==> src/rtl/systolic_ws_controller.sv <==
`default_nettype none
// ============================================================================
// Module  : systolic_ws_controller
// Brief   : Weight-stationary systolic array sequencer: stages and shifts a
//           weight tile, streams a tagged activation batch, drains results.
// Revision: 1.0 - initial release
// ============================================================================
module systolic_ws_controller #(
    parameter int ARRWIDTH  = 8,
    parameter int ARRHEIGHT = 8,
    parameter int WORDWIDTH = 8,
    parameter int LATENCY   = 17,
    parameter int CNTWIDTH  = 16
) (
    input  logic                              clk,
    input  logic                              reset,
    input  logic                              start,
    input  logic [CNTWIDTH-1:0]               num_vecs,
    output logic                              busy,
    output logic                              done,
    input  logic                              w_valid,
    output logic                              w_ready,
    input  logic [WORDWIDTH*ARRWIDTH-1:0]     w_data,
    input  logic                              a_valid,
    output logic                              a_ready,
    input  logic [WORDWIDTH*ARRHEIGHT-1:0]    a_data,
    output logic                              res_valid,
    output logic [4*WORDWIDTH*ARRWIDTH-1:0]   res_data,
    output logic                              arr_mode,
    output logic [WORDWIDTH*ARRWIDTH-1:0]     arr_w_in_vec,
    output logic [WORDWIDTH*ARRHEIGHT-1:0]    arr_a_in_vec,
    input  logic [4*WORDWIDTH*ARRWIDTH-1:0]   arr_ps_out_vec
);

    localparam int c_IW = (ARRHEIGHT > 1) ? $clog2(ARRHEIGHT) : 1;
    localparam int c_DW = (LATENCY > 1) ? $clog2(LATENCY) : 1;
    localparam logic [c_IW-1:0] c_ROW_LAST   = c_IW'(ARRHEIGHT - 1);
    localparam logic [c_DW-1:0] c_DRAIN_LAST = c_DW'(LATENCY - 1);

    localparam logic [2:0] c_S_IDLE    = 3'd0;
    localparam logic [2:0] c_S_LOAD_W  = 3'd1;
    localparam logic [2:0] c_S_SHIFT_W = 3'd2;
    localparam logic [2:0] c_S_COMPUTE = 3'd3;
    localparam logic [2:0] c_S_DRAIN   = 3'd4;
    localparam logic [2:0] c_S_DONE    = 3'd5;

    logic [2:0]                       r_state;
    logic [CNTWIDTH-1:0]              r_vec_total;
    logic [CNTWIDTH-1:0]              r_vec_cnt;
    logic [c_IW-1:0]                  r_row_cnt;
    logic [c_IW-1:0]                  r_shift_cnt;
    logic [c_DW-1:0]                  r_drain_cnt;
    logic [LATENCY-1:0]               r_tag;
    logic [WORDWIDTH*ARRWIDTH-1:0]    r_wbuf [ARRHEIGHT];

    logic w_tag_in;
    logic w_advance;

    assign w_tag_in  = (r_state == c_S_COMPUTE) && a_valid;
    assign w_advance = (r_state == c_S_COMPUTE) || (r_state == c_S_DRAIN);
    assign res_data  = arr_ps_out_vec;

    // Outputs are forced low while reset is asserted so an abort is visible at once.
    always_comb begin
        busy         = 1'b0;
        done         = 1'b0;
        w_ready      = 1'b0;
        a_ready      = 1'b0;
        arr_mode     = 1'b0;
        res_valid    = 1'b0;
        arr_w_in_vec = '0;
        arr_a_in_vec = '0;
        if (!reset) begin
            busy      = (r_state != c_S_IDLE);
            done      = (r_state == c_S_DONE);
            w_ready   = (r_state == c_S_LOAD_W);
            a_ready   = (r_state == c_S_COMPUTE);
            arr_mode  = w_advance;
            res_valid = w_advance && r_tag[LATENCY-1];
            if (r_state == c_S_SHIFT_W)
                arr_w_in_vec = r_wbuf[c_ROW_LAST - r_shift_cnt];
            if (w_tag_in)
                arr_a_in_vec = a_data;
        end
    end

    always_ff @(posedge clk) begin
        if (reset) begin
            r_state     <= c_S_IDLE;
            r_vec_total <= '0;
            r_vec_cnt   <= '0;
            r_row_cnt   <= '0;
            r_shift_cnt <= '0;
            r_drain_cnt <= '0;
            r_tag       <= '0;
            for (int i = 0; i < ARRHEIGHT; i++)
                r_wbuf[i] <= '0;
        end else begin
            // The tag line moves in lockstep with the array, which only runs in compute mode.
            if (w_advance)
                r_tag <= LATENCY'({r_tag, w_tag_in});
            case (r_state)
                c_S_IDLE: begin
                    if (start) begin
                        r_vec_total <= num_vecs;
                        r_vec_cnt   <= '0;
                        r_row_cnt   <= '0;
                        r_state     <= c_S_LOAD_W;
                    end
                end
                c_S_LOAD_W: begin
                    if (w_valid) begin
                        r_wbuf[r_row_cnt] <= w_data;
                        if (r_row_cnt == c_ROW_LAST) begin
                            r_row_cnt   <= '0;
                            r_shift_cnt <= '0;
                            r_state     <= c_S_SHIFT_W;
                        end else begin
                            r_row_cnt <= r_row_cnt + c_IW'(1);
                        end
                    end
                end
                c_S_SHIFT_W: begin
                    if (r_shift_cnt == c_ROW_LAST) begin
                        r_shift_cnt <= '0;
                        r_state     <= (r_vec_total == '0) ? c_S_DONE : c_S_COMPUTE;
                    end else begin
                        r_shift_cnt <= r_shift_cnt + c_IW'(1);
                    end
                end
                c_S_COMPUTE: begin
                    if (a_valid) begin
                        r_vec_cnt <= r_vec_cnt + CNTWIDTH'(1);
                        if (r_vec_cnt + CNTWIDTH'(1) == r_vec_total) begin
                            r_drain_cnt <= '0;
                            r_state     <= c_S_DRAIN;
                        end
                    end
                end
                c_S_DRAIN: begin
                    if (r_drain_cnt == c_DRAIN_LAST)
                        r_state <= c_S_DONE;
                    else
                        r_drain_cnt <= r_drain_cnt + c_DW'(1);
                end
                c_S_DONE: r_state <= c_S_IDLE;
                default:  r_state <= c_S_IDLE;
            endcase
        end
    end

endmodule
`default_nettype wire

==> config.mk <==
export PLATFORM = sky130hd
export DESIGN_NAME = systolic_ws_controller
export DESIGN_NICKNAME = d
export VERILOG_FILES = /design/src/rtl/systolic_ws_controller.sv
export SDC_FILE = /design/constraint.sdc
export NUM_CORES = 1
export LEC_CHECK = 0
export CORE_UTILIZATION = 30
export DETAILED_ROUTE_END_ITERATION = 8
export SLEW_MARGIN = 40
export SYNTH_ARGS = -nofsm -noshare
export SYNTH_HDL_FRONTEND = slang
export SYNTH_SLANG_ARGS = --single-unit
==> constraint.sdc <==
create_clock -name clk -period 2.8 [get_ports clk]
set_input_delay 0.56 -clock clk [delete_from_list [all_inputs] [get_ports clk]]
set_output_delay 0.56 -clock clk [all_outputs]
set_load 0.05 [all_outputs]
---- Word level (Yosys, flattened, before mapping) ----
Memory sizes are Yosys's and may differ from the RTL's.
Cells that the tools add are included.
storage, ports and cells
  flip-flop bits (word level) ............. 63
  bits in latches ......................... 0
  bits in writable memories ............... 512
  ROM bits ................................ 0
  input bits .............................. 405
  output and inout port bits .............. 390
  word-level logic and storage cells ...... 90
  memories ................................ 1
cells by class
  $add $sub $neg .......................... 5
  multiply operators ...................... 0
  divide/modulo/power cells ............... 0
  magnitude comparators ................... 0
  equality and inequality tests ........... 17
  shift-type cells ........................ 0
  muxes and demuxes ....................... 43
  bitwise gates (word level) .............. 0
  reduce and logical (&&, ||, !) cells .... 17
memory list
  memory  words  bits a word  read ports  clocked after Yosys merged registers in  wr ports  line  RTL
  r_wbuf  8      64           1           0                                        8         54    logic [WORDWIDTH*ARRWIDTH-1:0] r_wbuf [ARRHEIGHT];
operator list
  operator                                       count
  2-to-1 mux 64 bit                              5
  OR reduction 64 bit                            1
  2-to-1 mux 3 bit                               15
  2-to-1 mux 16 bit                              2
  one-hot mux 16 bit (2 select lines)            1
  adder 16 x 1 -> 16 bit, second input constant  1
  == test 16 bit                                 1
  zero test 16 bit                               1
  2-to-1 mux 5 bit                               3
  one-hot mux 3 bit (5 select lines)             1
  2-to-1 mux 1 bit                               13
  == test 3 bit, second input constant           4
  one-hot mux 3 bit (2 select lines)             2
  one-hot mux 5 bit (2 select lines)             1
  AND reduction 3 bit                            3
  != test 2 x 1 -> 1 bit, second input constant  4
  != test 2 bit, second input constant           4
  nonzero test 2 bit                             4
  AND reduction 7 bit                            1
  adder 3 x 1 -> 3 bit, second input constant    2
  == test 3 x 2 -> 1 bit, second input constant  2
  adder 5 x 1 -> 5 bit, second input constant    1
  == test 5 bit, second input constant           1
  AND reduction 4 bit                            1
  7 further kinds                                8

---- Longest topological paths before layout ----
  depth after elaboration ................. 6
  gate-level depth with buffers ........... 9
  mapped depth without buffers ............ 8

---- Worst setup path before layout ----
Ideal clock, no wire load.
  path kind ............................... reg2reg
  from .................................... register r_state[0]
  to ...................................... memory r_wbuf[1][0] (netlist bit) (enable)
  setup time .............................. 394 ps
  arrival time ............................ 3,097 ps
  data required time ...................... 2,406 ps
  path slack .............................. -691 ps
  stages on the path, launching flop included .. 9
  path buffers ............................ 2
  period minus slack after synthesis ...... 3,491 ps
  cell sequence ........................... dfxtp_1 > buf_2 > nor2b_1 > nand2_1 > nor2_1 > nand3_1 > nor3_1 > clkbuf_1 > or2_2
RTL lines
  item                      line  RTL
  start: declaration        47    logic [2:0] r_state;
  start signal: assignment  89    r_state <= c_S_IDLE;
  start signal: assignment  108   r_state <= c_S_LOAD_W;
  start signal: assignment  117   r_state <= c_S_SHIFT_W;
  end: declaration          54

---- Final worst setup path ----
  from .................................... register r_shift_cnt[0]
  to ...................................... output arr_w_in_vec[43]
between the ends
  cells in the longest elaborated chain, start to end .. 4
RTL lines
  item                      line  RTL
  start: declaration        51    logic [c_IW-1:0] r_shift_cnt;
  start signal: assignment  128   r_shift_cnt <= r_shift_cnt + c_IW'(1);
  subtractor 3 bit          81    arr_w_in_vec = r_wbuf[c_ROW_LAST - r_shift_cnt];
  memory (8 x 64 bit)       -
  2-to-1 mux 64 bit         80    if (r_state == c_S_SHIFT_W)
  2-to-1 mux 64 bit         73    if (!reset) begin
  end: declaration          30    output logic [WORDWIDTH*ARRWIDTH-1:0] arr_w_in_vec,
Every way passes these cells.

==> results.yml <==
power:
  combPwrFrac: 0.232
  swShare: 0.271
  ir_drop_mv: 0.466
  pwr-share-seq: 0.427
  power_frac_clock: 0.341
  total_power_w: 0.0233
  p_leak_nw: 12.8
  switchingPower_w: 0.00632
  p_int_w: 0.0170
  power_density_nw_per_um2: 645
synthesis:
  seq_area_frac_synth: 0.580
  synth_nets: 2586
  async_flop_share: 0
  synth_area_per_cell_sq_um: 13.2
  postSynthCellCount: 2174
  ys_ff_latch: 575
  yosysUniqueCellTypes: 63
  synth_flop_cell: "edfxtp_1"
  synth_warnings: 0
  syn_area_sq_um: 28700
  synth_edf_count: 512
drt:
  firstDrtPassIters: 5
  num_vias: 17600
  antenna_left: 0
  drt-total-wl_microns: 110000
  vias_per_cell: 4.92
  wl_per_cell_microns: 30.7
  route.detailed.drc: 0
  drt_iter0_drc: 1475
timing:
  tightest_slew_ps: 601
  finalSetupViolCount: 64
  slew_headroom: 0.599
  skew_ps: 22.8
  fin_crit_ps: 3040
  fmax_mhz: 329
  fin_crit_sh: 1.08
  worst_slack_ps: -236
  finalHoldViolCount: 0
  slew_violations: 0
  rsz0062_at_grt: "yes"
critical_path:
  end_kind: "primary output"
  worstSetupStartpoint: "r_shift_cnt[0]"
  regToRegStartpoint: "r_vec_cnt[5]"
  critPathKind: "flop to primary output"
  r2r_slack_ps: 240
  cp.arrival_ps: 2480
  rr_worst_depth: 7
  rr_endpoint: "r_drain_cnt[0]"
  worstPathRequired_ps: 2240
  critPathMaxFanout: 8
  startpoint_type: "flop"
  crit_path_end: "arr_w_in_vec[43]"
floorplan:
  core_area_sq_um: 94900
  core.rowCount: 113
  die_h_microns: 311
  die_w_microns: 311
  dieArea_sq_um: 96800
  ioPinCount: 795
  start_util: 0.302
min_path:
  hold_path.class: "primary input to flop"
  hp-start: "reset"
  hold_depth: 3
global_routing:
  track_usage: 0.220
  grt_max_degree: 65
  antenna_found_initial: 15
  grt_pass1_vias: 17900
  grt-ovfl-total: 0
  grt_first_pass_wirelength_microns: 149000
placement:
  place_congestion: 0.923
  dp_hpwl_microns: 75600
  io_buffers: 282
  place_area_sq_um: 32700
cts:
  root_buffer: "clkbuf_16"
  cts_tree: "yes"
  cts_buffer_depth: 3
  clk_pin_slew_worst_paths_ps: 60
  cts_max_level: 2
  cts.sinks: 575
  cts_made_buffers: 61
  ctsHoldBuffers: 0
  clk_latency_ps: 640
final_layout:
  fin_area_sq_um: 36200
  fin_nets: 2670
  mostFrequentLayoutCells: "and2_1 (532), edfxtp_1 (512), clkdlybuf4s50_1 (147), buf_12 (142), mux4_2 (128)"
  area_delta_synth_final_pct: 26.2
  final_common_cell: "and2_1"
  final_layout_size_suffix_gt1_frac: 0.284
status:
  status: "finished with violations"
  violations: "setup timing"
run:
  drv_cap: 0
[worst max-delay path, stage by stage (launching register included)]
cell and delay, ps:
dfxtp_4 380, buf_12 180, buf_12 140, buf_16 140
mux4_2 530, mux2i_2 210, nor2_2 90, buf_12 160
[power by group through the flow]
stage	clock (W)	combinational [W]	sequential, W
final	0.00795	0.00540	0.00996
after global routing	0.00840	0.00572	0.0100
after detailed placement	0	0.00432	0.0102
after floorplan	0	0.00368	0.0100
after CTS	0.00810	0.00529	0.00996
after global placement	0	0.00429	0.0101
[per-stage QoR]
| stage | util | hold slack (ps) | instances | setup TNS (ps) | setup WS [ps] |
|---|---|---|---|---|---|
| 6_report | 0.381 | 392 | 3573 | -10420 | -236 |
| 4_1_cts | 0.378 | 357 | 3559 | -13350 | -259 |
| 3_5_place_dp | 0.345 | 443 | 3409 | 0 | 242 |
| 5_1_grt | 0.381 | 417 | 3573 | -18340 | -307 |
| 2_1_floorplan | - | 427 | 2174 | -433 | -77.0 |
| 3_3_place_gp | 0.345 | 438 | 3409 | 0 | 247 |
[logic make-up after synthesis]
| group | count (synthesis) | synth area share |
|---|---|---|
| AOI/OAI and AO/OA | 119 | 0.0258 |
| buffers and inverters | 399 | 0.0868 |
| xor gates and xnor gates | 22 | 0.00672 |
| and+or+nand+nor | 858 | 0.174 |
| DFF | 575 | 0.580 |
| muxes | 194 | 0.124 |
| adders and majority gates | 7 | 0.00306 |
[layout make-up]
type,count,area (sq um)
inverter,5,18.8
clock inverter,38,335
antenna,1,2.50
clock buffer,74,1600
sequential,575,16700
tap,1265,1580
multi-input combinational,1200,10100
fill,8836,58700
timing repair buffer,415,5840
[registers in the layout (all words and copies together), names as in the netlist]
register and flops:
r_vec_total 16, r_row_cnt 3, r_tag 17, r_state 3
r_vec_cnt 16, r_drain_cnt 5, r_wbuf 512, r_shift_cnt 3
[worst min path at each step]
stage / to
4_1_cts: r_tag[6]
5_1_grt: r_row_cnt[0]
3_5_place_dp: r_tag[12]
6_report: r_tag[6]
3_3_place_gp: r_tag[10]
2_1_floorplan: r_tag[16]
[synthesized netlist by cell type, drive strengths merged (7+ instances only)]
cell type  instances  share of area
xnor2             13         0.0040
mux2i             66          0.023
nand4              9         0.0022
o21ai             17         0.0030
nor3              11         0.0019
mux4             128           0.10
and2             585           0.13
nor4              10         0.0032
a21oi             59          0.010
ha                 7         0.0031
clkbuf           107          0.014
xor2               9         0.0028
or3                9         0.0020
or2                9         0.0020
nand2b             7         0.0015
nand2             88          0.012
nor2              98          0.013
buf              287          0.072
nand3             10         0.0022
dfxtp             63          0.044
edfxtp           512           0.54
[layer usage]
layer  track usage  vias up  part of all wire
met3         0.183      148              0.19
li1              -     7638                 -
met5        0.0534        -            0.0080
met2         0.341     1069              0.45
met4        0.0437       36             0.023
met1         0.223     8694              0.33
[repair_timing]
item	4_1_cts	5_1_grt
resized for setup	155	25
endpoints found under the setup margin	129	117
setup buffers	23	9
pin swaps	21	25
cloned	15	5
hold endpoints to repair	0	0
Note: power is estimated with default switching activity, not from simulation.
